==> src/rtl/sdpram_row_reader_if.sv <==
// Valid/ready row stream from the sdpram row reader to the matrix datapath.
// The reader drives the master modport and the consumer drives the slave modport.
interface sdpram_row_reader_if #(
  parameter int DATA_W = 256
) ();
  logic [DATA_W-1:0] m_data;
  logic              m_valid;
  logic              m_ready;
  logic              m_last;

  modport master (output m_data, output m_valid, output m_last, input m_ready);
  modport slave  (input m_data, input m_valid, input m_last, output m_ready);
endinterface

==> src/rtl/sdpram_row_reader.sv <==
// Streams row_count consecutive sdpram rows from base_addr through a 2-entry FIFO.
// Optional macro SDPRAM_READER_STALL_CNT_EN adds a saturating stall_cycles counter.
module sdpram_row_reader #(
  parameter int DATA_W = 256,
  parameter int ADDR_W = 5,
  parameter int DEPTH  = 32
) (
  input  logic              clk,
  input  logic              rst,
  input  logic              start,
  input  logic [ADDR_W-1:0] base_addr,
  input  logic [ADDR_W:0]   row_count,
  output logic              busy,
  output logic              done,
  output logic [ADDR_W-1:0] mem_addr,
  output logic              mem_wen,
  input  logic [DATA_W-1:0] mem_q,
  sdpram_row_reader_if.master m
`ifdef SDPRAM_READER_STALL_CNT_EN
  ,
  output logic [15:0]       stall_cycles
`endif
);

  typedef enum logic [1:0] {IDLE, READ, DRAIN} state_e;

  localparam logic [ADDR_W:0]   CNT_ONE  = 1;
  localparam logic [ADDR_W-1:0] ADDR_ONE = 1;
  localparam logic [ADDR_W-1:0] ADDR_TOP = ADDR_W'(DEPTH - 1);

  state_e            state_q, state_d;
  logic [ADDR_W-1:0] addr_q, addr_d;
  logic [ADDR_W:0]   issue_left_q, issue_left_d;
  logic [ADDR_W:0]   beats_left_q, beats_left_d;
  logic              inflight_q, inflight_d;
  logic [1:0]        count_q, count_d;
  logic [DATA_W-1:0] buf_q [2];
  logic [DATA_W-1:0] buf_d [2];
  logic              busy_q, busy_d;
  logic              done_q, done_d;
`ifdef SDPRAM_READER_STALL_CNT_EN
  logic [15:0]       stall_q, stall_d;
`endif

  logic       pop;
  logic [2:0] occ;
  logic [1:0] wr_idx;

  // Occupancy counts the slot freed by a same-cycle pop, which is what keeps 1 row/cycle.
  assign pop = (count_q != 2'd0) && m.m_ready;
  assign occ = {2'b00, inflight_q} + {1'b0, count_q} - {2'b00, pop};

  assign m.m_valid = (count_q != 2'd0);
  assign m.m_data  = buf_q[0];
  assign m.m_last  = (count_q != 2'd0) && (beats_left_q == CNT_ONE);
  assign busy      = busy_q;
  assign done      = done_q;
  assign mem_addr  = addr_q;
  assign mem_wen   = 1'b0;
`ifdef SDPRAM_READER_STALL_CNT_EN
  assign stall_cycles = stall_q;
`endif

  // NOTE: every always_comb output gets a default first so no path can infer a latch.
  always_comb begin
    state_d      = state_q;
    addr_d       = addr_q;
    issue_left_d = issue_left_q;
    beats_left_d = beats_left_q;
    inflight_d   = 1'b0;
    busy_d       = busy_q;
    done_d       = 1'b0;
    buf_d        = buf_q;
    wr_idx       = count_q;
    count_d      = count_q + {1'b0, inflight_q} - {1'b0, pop};

    unique case (state_q)
      IDLE: begin
        if (start) begin
          if (row_count != '0) begin
            state_d      = READ;
            addr_d       = base_addr;
            issue_left_d = row_count;
            beats_left_d = row_count;
            busy_d       = 1'b1;
          end else begin
            done_d = 1'b1;
          end
        end
      end
      READ: begin
        // The RAM samples addr_q at this edge; count it as a read only when space is assured.
        if (occ < 3'd2) begin
          inflight_d   = 1'b1;
          addr_d       = (addr_q == ADDR_TOP) ? '0 : addr_q + ADDR_ONE;
          issue_left_d = issue_left_q - CNT_ONE;
          if (issue_left_q == CNT_ONE) state_d = DRAIN;
        end
      end
      DRAIN: begin
        if (pop && beats_left_q == CNT_ONE) begin
          state_d = IDLE;
          busy_d  = 1'b0;
          done_d  = 1'b1;
        end
      end
      default: state_d = IDLE;
    endcase

    if (pop) begin
      buf_d[0]     = buf_q[1];
      wr_idx       = count_q - 2'd1;
      beats_left_d = beats_left_q - CNT_ONE;
    end
    if (inflight_q) buf_d[wr_idx[0]] = mem_q;
  end

`ifdef SDPRAM_READER_STALL_CNT_EN
  always_comb begin
    stall_d = stall_q;
    if (state_q == IDLE && start) begin
      stall_d = '0;
    end else if (m.m_valid && !m.m_ready && stall_q != 16'hFFFF) begin
      stall_d = stall_q + 16'd1;
    end
  end
`endif

  // NOTE: sequential state uses non-blocking assignments so every flop samples pre-edge values.
  always_ff @(posedge clk) begin
    if (rst) begin
      state_q      <= IDLE;
      addr_q       <= '0;
      issue_left_q <= '0;
      beats_left_q <= '0;
      inflight_q   <= 1'b0;
      count_q      <= 2'd0;
      busy_q       <= 1'b0;
      done_q       <= 1'b0;
      // NOTE: the two buffer rows are reset only because m_data must read 0 out of reset.
      buf_q[0]     <= '0;
      buf_q[1]     <= '0;
`ifdef SDPRAM_READER_STALL_CNT_EN
      stall_q      <= '0;
`endif
    end else begin
      state_q      <= state_d;
      addr_q       <= addr_d;
      issue_left_q <= issue_left_d;
      beats_left_q <= beats_left_d;
      inflight_q   <= inflight_d;
      count_q      <= count_d;
      busy_q       <= busy_d;
      done_q       <= done_d;
      buf_q[0]     <= buf_d[0];
      buf_q[1]     <= buf_d[1];
`ifdef SDPRAM_READER_STALL_CNT_EN
      stall_q      <= stall_d;
`endif
    end
  end

endmodule

==> src/flat_wrapper.sv <==
// flat-port wrapper written by rule: the top's interface ports become plain ports
module sdpram_row_reader_flat 
#(
  parameter int DATA_W = 256,
  parameter int ADDR_W = 5,
  parameter int DEPTH  = 32
)
  (clk, rst, start, base_addr, row_count, busy, done, mem_addr, mem_wen, mem_q, m_m_data, m_m_valid, m_m_last, m_m_ready);
  sdpram_row_reader_if #(.DATA_W(DATA_W)) m_i ();
  input  logic clk;
  input  logic rst;
  input  logic start;
  input  logic [ADDR_W-1:0] base_addr;
  input  logic [ADDR_W:0] row_count;
  output logic busy;
  output logic done;
  output logic [ADDR_W-1:0] mem_addr;
  output logic mem_wen;
  input  logic [DATA_W-1:0] mem_q;
  output wire logic [$bits(m_i.m_data)-1:0] m_m_data;
  output wire logic [$bits(m_i.m_valid)-1:0] m_m_valid;
  output wire logic [$bits(m_i.m_last)-1:0] m_m_last;
  input wire logic [$bits(m_i.m_ready)-1:0] m_m_ready;
  assign m_m_data = m_i.m_data;
  assign m_m_valid = m_i.m_valid;
  assign m_m_last = m_i.m_last;
  assign m_i.m_ready = m_m_ready;
  sdpram_row_reader #(.DATA_W(DATA_W), .ADDR_W(ADDR_W), .DEPTH(DEPTH)) u_core (.clk(clk), .rst(rst), .start(start), .base_addr(base_addr), .row_count(row_count), .busy(busy), .done(done), .mem_addr(mem_addr), .mem_wen(mem_wen), .mem_q(mem_q), .m(m_i));
endmodule
==> config.mk <==
export PLATFORM = sky130hd
export DESIGN_NAME = sdpram_row_reader_flat
export DESIGN_NICKNAME = d
export VERILOG_FILES = /design/src/rtl/sdpram_row_reader_if.sv /design/src/rtl/sdpram_row_reader.sv /design/src/flat_wrapper.sv
export SDC_FILE = /design/constraint.sdc
export NUM_CORES = 1
export LEC_CHECK = 0
export CAP_MARGIN = 20
export CORE_ASPECT_RATIO = 0.5
export CORE_MARGIN = 5
export CORE_UTILIZATION = 52
export CTS_CLUSTER_SIZE = 24
export DETAILED_ROUTE_END_ITERATION = 6
export PLACE_DENSITY = 0.82
export SLEW_MARGIN = 25
export SYNTH_ARGS = -nofsm -noshare
export SYNTH_HDL_FRONTEND = slang
export SYNTH_SLANG_ARGS = --single-unit
==> constraint.sdc <==
create_clock -name clk -period 6 [get_ports clk]
set_clock_uncertainty 0.2 [all_clocks]
set_input_delay 1.2 -clock clk [delete_from_list [all_inputs] [get_ports clk]]
set_output_delay 1.2 -clock clk [all_outputs]
set_load 0.02 [all_outputs]
==> results.md <==
- Status: finished, final reports clean
- Crit-path slowest cell: clkdlybuf4s50_1
- Slew Viols, Final: 0
- Crit path cell chain: clkdlybuf4s50_1, o21ai_4, xnor2_1, ha_1, inv_1, fa_1, nand2_1, nor3_2, o22ai_1, a221oi_2
- Die Y: about 160 um
- Layout Cells excl Fill: about 3700
- Buf/Inv on CP: 2
- Chip width: 307.9 um
- Worst r2r src: u_core.count_q[1]
- Worst Tran Pin Value: 0.9915 ns
- CP arrival: 4.18 ns
- Share of layout cells above drive strength 1: 3.469%
- CP Depth: 10
- TNS Setup: 0 ns
- Worst r2r path cells: 9
- # DRC: 0
- Num CTS Buffers: between 40 and 50
- Critical Path Source: m_m_ready
- Worst Hold Class: flip-flop to flip-flop
- FMAX: 254.6 MHz
- Sw Pwr: around 3.4 mW
- H-Tree Level Count: 2
- Ports: 537
- Routability cong.: 0.8320
- Post-route ant nets: 0
- Final Util: 64.20%
- Clk Tree Root Cell: clkbuf_16
- 1st-iter DRT viols: 1969
- Largest area contributor in the netlist: dfxtp_1
- Tcrit/Tclk final: between 60% and 70%
- Core footprint: 43710 sq um
- Top delay family on crit path: compound AO/OA/AOI/OAI gates
- Drt pass-1 iters: 7
- Reg power frac: between 40 and 50%
- Hold buffers post-CTS: 0
- Clock Latency Late Sink: 0.57 ns
- Synth area leaders: dfxtp_1 (46%), nand2_1 (17%), a311oi_1 (9.8%)
- # resized after CTS: 0
- Sw frac: 33.43%
- Clock share of power: 30.2%
- Top_reg_cell synth: dfxtp_1
- Async set or reset register ratio after synthesis: 0%
- Final setup fails: 0
- Nets: 3358
- Syn_area_per_cell: 7.777 sq um
- Peak VDD IR: 0.0003556 V
- Unique cell type count in the Yosys netlist: 60
- # clock sinks: 536
- Cell Pwr Density: 366.4 nW/um^2
- Cell internal pwr: 6.845 mW
- CTS max path bufs: 3
- Area Overhead vs Synth: 21.60%
- RSZ-0062 raised after global routing: false
- Worst slack at placement: 1.544 ns
- Vias in the first global route: 19180
- Setup bufs post-CTS: 0
- DIE AREA: 48960 sq um
- CP startpoint kind: input port
- Largest net degree at the start of global routing: 175
- Via count: 20460
- Setup crit end: u_core.issue_left_q[0]
- Starting density of the core: 52.80%
- Total congestion overflow: 0
- Final Worst Setup Slack: around 2.1 ns
- Tmin final: 3.927 ns
- Vias per inst: between 5 and 6
- DR WL/cell: 17.81 um
- Syn Inst Count: 2968
- #FFs+latches synth: roughly 540
- Clock transition at the registers of the reported paths: 0.06 ns
- Req. time, crit path: roughly 6.3 ns
- R2r setup slk: 2.42 ns
- CP endpoint kind: flip-flop
- Post-detail-place hpwl: 41.77 mm
- Slew HR: roughly 34%
- Maxcap violations: 0
- WL final: between 60 and 70 mm
- First-pass GRT wire length: between 100 and 150 mm
- Worst-path fanout max: 34
- Crit path kind: input port to flip-flop
- I/O Buffers: 535
- Initial antenna violation count: 18
- Critical R2R Capture: u_core.issue_left_q[0]
- Total GRT Usage: 25.16%
- Mapped Nets: about 3200
- Design Power: between 10 and 15 mW
- Register area share after synthesis: 46.49%
- Yosys top cell area share: 46.49%
- Hold Vio Cnt, Final: 0
- Max incr delay on CP: around 0.57 ns
- Cells after DPL: 3617
- YS warnings: 0
- Post-synth EDFFs: 0
- Leakage: approximately 9.2 nW
- CTS tree: yes
- Synthesized cell area: 23080 sq um
- # rows: between 50 and 60
- Comb power frac: between 20 and 30%
Yosys cell counts, drive strengths merged, types with 2 or more instances:
cell type,number
nand2,1041
dfxtp,536
buf,409
a21oi,269
nor2,266
a311oi,258
clkbuf,84
nor3,11
nand3,9
inv,8
ha,7
or3,5
a211oi,4
nand2b,4
nor3b,4
o21ai,4
o32ai,4
a22oi,3
nor4,3
a211o,2
a21boi,2
a31oi,2
a32o,2
nand3b,2
nand4,2
nor2b,2
o221ai,2
o22ai,2
xnor2,2
power groups by stage:
stage	logic [mW]	clock network, mW	registers (mW)
after floorplan	2.17	0	4.21
after global placement	2.92	0	4.26
after detailed placement	2.96	0	4.27
after CTS	2.97	3.17	4.20
after global routing	3.17	3.32	4.24
final	2.97	3.11	4.20
cells in the final DEF, fill, tap and decap left out, types with 3 or more instances in the layout:
cell type,instances
dfxtp_1,536
a21oi_1,269
ha_1,7
clkbuf_1,11
o32ai_1,4
nand2b_1,4
nor2_1,265
clkbuf_8,7
or3_1,5
a311oi_1,258
nor3b_1,3
a22oi_1,3
nand2_1,1041
a211oi_1,4
nand3_1,8
bufinv_16,4
nor3_1,10
buf_4,9
inv_1,7
clkdlybuf4s50_1,534
buf_12,10
diode_2,17
clkbuf_16,49
clkinv_2,9
metal layers:
layer,part of all wire (%),wire (um),vias up,GRT usage (%)
li1,-,-,9901,-
met3,4.6,3050,225,3.842
met1,39,25840,9684,29.70
met5,0.026,17,-,0
met2,50,32870,650,43.06
met4,6.7,4435,2,15.89
per-stage QoR:
step,hold WS (ns),area (sq um)
after floorplan,0.2345,23080
after global placement,0.2414,26460
after detailed placement,0.2465,26460
after CTS,0.2554,28020
after global routing,0.2686,28070
final,0.2535,28070
worst min-delay path: stages, from the launching register on:
cell,delay (ns)
dfxtp_1,0.31
nand2_1,0.05
a21oi_1,0.05
layout make-up:
cell class | instances | area, sq um
clock inverter | 17 | 197.7
inverter | 8 | 30.03
clock buffer | 67 | 1364
sequential | 536 | 10730
multi-input combinational | 1931 | 9338
fill | 3597 | 15650
antenna | 17 | 42.54
tap | 588 | 735.7
timing repair buffer | 554 | 5628
cell families after synthesis:
logic type | count (synthesis) | synth area share [%]
other | 1 | 0.01625
AOI/OAI and AO/OA | 562 | 16.90
muxes | 2 | 0.09215
and+or+nand+nor | 1355 | 22.70
xor gates and xnor gates | 3 | 0.1139
adders and majority gates | 8 | 0.4662
buffers and inverters | 501 | 13.23
DFF | 536 | 46.49
worst min-delay path by stage:
stage / from / endpoint / slack, ns / cells past startpoint
2_1_floorplan: u_core.issue_left_q[5] / u_core.issue_left_q[5] / 0.23 / 2
3_3_place_gp: flip-flop / flip-flop / 0.24 / 2
3_5_place_dp: flip-flop / flip-flop / 0.25 / 2
4_1_cts: flip-flop / flip-flop / 0.26 / 2
5_1_grt: flip-flop / flip-flop / 0.27 / 2
6_report: flip-flop / flip-flop / 0.25 / 2
(Power assumes the default switching activity.)
